[src/rtl/sw_token_source.sv]
// Clocked token injector feeding a self-timed switch stage over a
// 4-phase return-to-zero handshake (SENDOUT/BROUT out, ACKIN back).
//
// Ports:
//   CLK, RESETN              clock, async active-low reset
//   TOKEN_VALID/BR/READY     upstream token push (push = VALID & READY)
//   SENDOUT, BROUT           registered request and branch bit to stage
//   ACKIN                    stage acknowledge, asynchronous
//   CLR_ERR                  pulse to leave the error state
//   BUSY, TIMEOUT            activity and sticky handshake-timeout flags
//   CNT_A, CNT_B             acknowledged tokens per branch (wrapping)
module sw_token_source #(
   parameter int FIFO_DEPTH  = 4,
   parameter int SETUP_CYC   = 1,
   parameter int TIMEOUT_CYC = 1024,
   parameter int CNT_W       = 16
) (
   input  logic             CLK,
   input  logic             RESETN,
   input  logic             TOKEN_VALID,
   input  logic             TOKEN_BR,
   output logic             TOKEN_READY,
   output logic             SENDOUT,
   output logic             BROUT,
   input  logic             ACKIN,
   input  logic             CLR_ERR,
   output logic             BUSY,
   output logic             TIMEOUT,
   output logic [CNT_W-1:0] CNT_A,
   output logic [CNT_W-1:0] CNT_B
);

   localparam int AW = $clog2(FIFO_DEPTH);
   localparam int TMAX =
      (TIMEOUT_CYC > SETUP_CYC) ? TIMEOUT_CYC : SETUP_CYC;
   localparam int TW = $clog2(TMAX + 1);
   localparam bit TMO_EN = (TIMEOUT_CYC > 0);
   localparam logic [TW-1:0] SETUP_INIT = TW'(SETUP_CYC - 1);
   localparam logic [TW-1:0] TMO_LAST =
      TW'((TIMEOUT_CYC > 0) ? TIMEOUT_CYC - 1 : 0);

   typedef enum logic [2:0] {
      IDLE,
      SETUP,
      REQ,
      RTZ,
      ERR
   } state_t;

   state_t          state, state_n;
   logic [TW-1:0]   tmr, tmr_n;
   logic            send_n, br_n, to_n;
   logic            pop, inc_a, inc_b;
   logic            tmo_hit;

   logic            ack_m, ack_s;

   logic            mem [FIFO_DEPTH];
   logic [AW:0]     wptr, rptr;
   logic            empty, full, push, head;

   // ACKIN comes from a self-timed domain; only ack_s feeds decisions.
   always_ff @(posedge CLK or negedge RESETN) begin
      if (!RESETN) begin
         ack_m <= 1'b0;
         ack_s <= 1'b0;
      end else begin
         ack_m <= ACKIN;
         ack_s <= ack_m;
      end
   end

   // Token buffer: extra pointer bit separates full from empty.
   assign empty = (wptr == rptr);
   assign full  = (wptr[AW] != rptr[AW]) &&
                  (wptr[AW-1:0] == rptr[AW-1:0]);
   assign push  = TOKEN_VALID && !full;
   assign head  = mem[rptr[AW-1:0]];

   always_ff @(posedge CLK) begin
      if (push) mem[wptr[AW-1:0]] <= TOKEN_BR;
   end

   always_ff @(posedge CLK or negedge RESETN) begin
      if (!RESETN) begin
         wptr <= '0;
         rptr <= '0;
      end else begin
         if (push) wptr <= wptr + 1'b1;
         if (pop)  rptr <= rptr + 1'b1;
      end
   end

   // State register; SENDOUT/BROUT are flops so the stage sees no glitches.
   always_ff @(posedge CLK or negedge RESETN) begin
      if (!RESETN) begin
         state   <= IDLE;
         tmr     <= '0;
         SENDOUT <= 1'b0;
         BROUT   <= 1'b0;
         TIMEOUT <= 1'b0;
         CNT_A   <= '0;
         CNT_B   <= '0;
      end else begin
         state   <= state_n;
         tmr     <= tmr_n;
         SENDOUT <= send_n;
         BROUT   <= br_n;
         TIMEOUT <= to_n;
         if (inc_a) CNT_A <= CNT_A + 1'b1;
         if (inc_b) CNT_B <= CNT_B + 1'b1;
      end
   end

   assign tmo_hit = TMO_EN && (tmr == TMO_LAST);

   // Next state. Acknowledge wins over timeout in the same cycle.
   always_comb begin
      state_n = state;
      tmr_n   = tmr;
      send_n  = SENDOUT;
      br_n    = BROUT;
      to_n    = TIMEOUT;
      pop     = 1'b0;
      inc_a   = 1'b0;
      inc_b   = 1'b0;
      unique case (state)
         IDLE: begin
            send_n = 1'b0;
            if (!empty && !ack_s) begin
               br_n    = head;
               pop     = 1'b1;
               tmr_n   = SETUP_INIT;
               state_n = SETUP;
            end
         end
         SETUP: begin
            if (tmr == '0) begin
               send_n  = 1'b1;
               tmr_n   = '0;
               state_n = REQ;
            end else begin
               tmr_n = tmr - 1'b1;
            end
         end
         REQ: begin
            if (ack_s) begin
               send_n  = 1'b0;
               inc_a   = !BROUT;
               inc_b   = BROUT;
               tmr_n   = '0;
               state_n = RTZ;
            end else if (tmo_hit) begin
               send_n  = 1'b0;
               to_n    = 1'b1;
               state_n = ERR;
            end else begin
               tmr_n = tmr + 1'b1;
            end
         end
         RTZ: begin
            send_n = 1'b0;
            if (!ack_s) begin
               state_n = IDLE;
            end else if (tmo_hit) begin
               to_n    = 1'b1;
               state_n = ERR;
            end else begin
               tmr_n = tmr + 1'b1;
            end
         end
         ERR: begin
            send_n = 1'b0;
            // Leaving with ack high would start the next token mid-phase.
            if (CLR_ERR && !ack_s) begin
               to_n    = 1'b0;
               state_n = IDLE;
            end
         end
         default: state_n = IDLE;
      endcase
   end

   always_comb begin
      TOKEN_READY = !full;
      BUSY        = (state != IDLE) || !empty;
   end

endmodule

[config.mk]
export PLATFORM = sky130hd
export DESIGN_NAME = sw_token_source
export DESIGN_NICKNAME = d
export VERILOG_FILES = /design/src/rtl/sw_token_source.sv
export SDC_FILE = /design/constraint.sdc
export NUM_CORES = 1
export LEC_CHECK = 0
export ABC_AREA = 1
export ABC_CLOCK_PERIOD_IN_PS = 1800
export CAP_MARGIN = 20
export CELL_PAD_IN_SITES_DETAIL_PLACEMENT = 1
export CELL_PAD_IN_SITES_GLOBAL_PLACEMENT = 2
export CORE_AREA = 3 3 127 129
export CTS_BUF_LIST = sky130_fd_sc_hd__clkbuf_4 sky130_fd_sc_hd__clkbuf_8
export DETAILED_ROUTE_END_ITERATION = 6
export DIE_AREA = 0 0 130 132
export PLACE_DENSITY = 0.63
export SLEW_MARGIN = 20
export SYNTH_ARGS = -nofsm -noshare
export SYNTH_HDL_FRONTEND = slang
export SYNTH_SLANG_ARGS = --single-unit
[constraint.sdc]
create_clock -name CLK -period 1.8 [get_ports CLK]
set_clock_uncertainty 0.2 [all_clocks]
set_input_delay 0.18 -clock CLK [delete_from_list [all_inputs] [get_ports CLK]]
set_output_delay 0.18 -clock CLK [all_outputs]
set_load 0.01 [all_outputs]
==> flow_summary.toml <==
[outcome]
status = "completed"

[floorplan]
die-area_um2 = 17160
chipWidth_um = 130
io-pin-count = 43
initial_core_util = 0.2464
core_region_area_um2 = 15150
rows = 45
die_h_um = 132

[sta]
clock.fmax_mhz = 558.7
slew_headroom = 0.7653
hold_viol = 0
report.final.slew_viol_count = 0
tightest_slew_ns = 0.3521
worst_slack_ns = 0.01021
rsz0062_at_grt = "true"
period_share = 0.9943
final-setup-viol-count = 0
period_needed_ns = 1.790

[setup_path]
critPathKind = "flop to flop"
end_kind = "flop"
startpoint_type = "flop"
cp_data_arrival_time_ns = 1.88
cp_max_fo = 6
critPathRequiredTime_ns = 1.89

[global_routing]
grt_pass1_wl_um = 20270
grt_overflow = 0
groute.usage.overall = 0.1475
grt_pass1_vias = 4023
grt_antenna_before_repair = 0
grt_max_degree = 58

[finish]
drive_above_1_share = 0.2919
seq_area_um2 = 1565
num-fill-cells = 1872
final_area_um2 = 5495
fin_nets = 655
final_cell_mix = "nand2_1 (160), buf_4 (69), inv_1 (43)"
fin_util = 0.3628
n_antenna_cell = 0
multi_input_area_um2 = 2185
areaGrowthSynthToFinish_pct = 47.23
final_common_cell = "nand2_1"

[place]
place_ws_ns = -0.1728
portBuffers = 42
dp_hpwl_um = 8732
dpl-instance-area_um2 = 4788
gp_congestion = 0.7801

[cts]
cts_made_buffers = 9
ctsRootBufferMaster = "clkbuf_8"
htree_levels = 3
clk_pin_slew_worst_paths_ns = 0.07
clock_latency_ns = 0.35
cts_tree = "yes"
numClockSinks = 61
cts_max_path_buffers = 2

[routing]
drcViolationCount = 0
wire_per_inst_um = 14.72
drt_iter0_markers = 153
dr.pass1.iters = 4
final_antenna_net_count = 0
viasPerCell = 4.490
wl_um = 12250
num_vias = 3736

[worst_hold_path]
hold_class = "input port to flop"

[yosys]
syn_area_um2 = 3732
synth_cell_types = 32
seq_area_frac_synth = 0.4143
syn_nets = 529
synth_warnings = 0
syn_inst = 514
syn_area_per_cell_um2 = 7.261
ys_seq_elements = 61

[power_and_ir_drop]
p_leak_nw = 2.564
power_density_nw_per_um2 = 1339
ir_drop_uv = 675.9

[job]
max-cap-violations = 0
-- worst max-delay path: stages, from the launching register on --
cell and delay, ns:
dfrtp_2 0.41, inv_2 0.07, nor2_4 0.13, nand2_1 0.09
nor2_1 0.17, nor2_1 0.09, a21boi_2 0.16, buf_4 0.17
inv_4 0.10, nand2_1 0.07, nand2_1 0.06
-- stage by stage --
stage | power (mW) | hold WS [ns] | instances | TNS (ns)
finish | 7.360 | 0.08861 | 832 | 0
global route | 8.073 | 0.05773 | 832 | -1.915
global placement | 5.363 | 0.02068 | 793 | -1.519
CTS | 6.884 | 0.07108 | 814 | -0.1229
floorplan | 3.808 | -0.3156 | 514 | 0
detailed placement | 5.421 | 0.02228 | 793 | -1.615
-- flip-flops by register name (all words and copies together), names as in the netlist, 3 cells and up --
register,cells
CNT_A,16
CNT_B,16
mem,4
rptr,3
state,3
tmr,11
wptr,3
-- routing by layer --
metal	global-route usage	vias to the layer above	wire length, µm
met5	0	-	0
met2	0.2436	42	6022
met1	0.1928	1801	5770
li1	-	1885	-
met4	0.03984	0	115
met3	0.03444	8	336
-- report_power, final --
group / internal, mW / switching, mW / leakage [nW]
combinational: 1.94 / 2.29 / 1.71
clock: 0.540 / 0.596 / 0.0846
sequential: 1.69 / 0.301 / 0.772
-- timing repair --
action,4_1_cts,5_1_grt
resized for setup,36,80
pin swaps,7,24
hold buffers,1,0
setup buffers,5,16
hold endpoints to repair,57,0
endpoints found under the setup margin,25,44
gates cloned,0,2
-- cells in the mapped netlist --
cell type	n	area share
o21ai_1	3	0.0040
buf_4	2	0.0040
o21ai_0	23	0.031
o22ai_1	2	0.0034
nor3_1	12	0.016
nand2_1	176	0.18
a21boi_2	1	0.0030
dfrtp_1	57	0.38
nor2_1	54	0.054
nand3_1	36	0.048
nor2_4	2	0.0060
and2_1	1	0.0017
inv_2	5	0.0050
clkinv_1	1	0.0010
clkbuf_2	1	0.0013
inv_1	54	0.054
nand3b_1	1	0.0020
nand4_1	16	0.027
buf_2	4	0.0054
nor2b_1	1	0.0017
nand2_2	1	0.0017
nand2_4	1	0.0030
nor2_2	3	0.0050
ha_1	9	0.030
nor3b_1	1	0.0020
a21oi_1	3	0.0040
edfxtp_1	4	0.032
xor2_1	25	0.059
xnor2_1	10	0.023
nand3_2	2	0.0054
o211ai_1	2	0.0040
o21a_1	1	0.0020
-- cell type report --
type / instances / area share
multi-input combinational: 386 / 0.3975
sequential: 61 / 0.2848
timing repair buffer: 122 / 0.2010
inverter: 60 / 0.04281
tap: 188 / 0.04281
clock buffer: 11 / 0.02641
clock inverter: 4 / 0.004554
-- cells by family after synthesis --
| logic type | synth area share |
|---|---|
| fa+ha+maj | 0.03017 |
| flops | 0.4143 |
| xor+xnor | 0.08213 |
| buf+inv | 0.07107 |
| simple gates | 0.3510 |
| compound gates | 0.05129 |
-- path summary, 6_finish.rpt --
kind | startpoint | end | slack (ns) | depth (start not counted)
min reg2reg | ack_m$_DFF_PN0_ | ack_s$_DFF_PN0_ | 0.17 | 0
max | state[1]$_DFFE_PN0P_ | tmr[3]$_DFFE_PN0P_ | 0.01 | 10
min | ACKIN | ack_m$_DFF_PN0_ | 0.09 | 1
max reg2reg | state[1]$_DFFE_PN0P_ | tmr[3]$_DFFE_PN0P_ | 0.01 | 10
max in group asynchronous | RESETN | CNT_A[4]$_DFFE_PN0P_ | 0.92 | 3
min in group asynchronous | RESETN | CNT_B[3]$_DFFE_PN0P_ | 0.15 | 3
No activity file was read; power rests on OpenSTA's default activity.
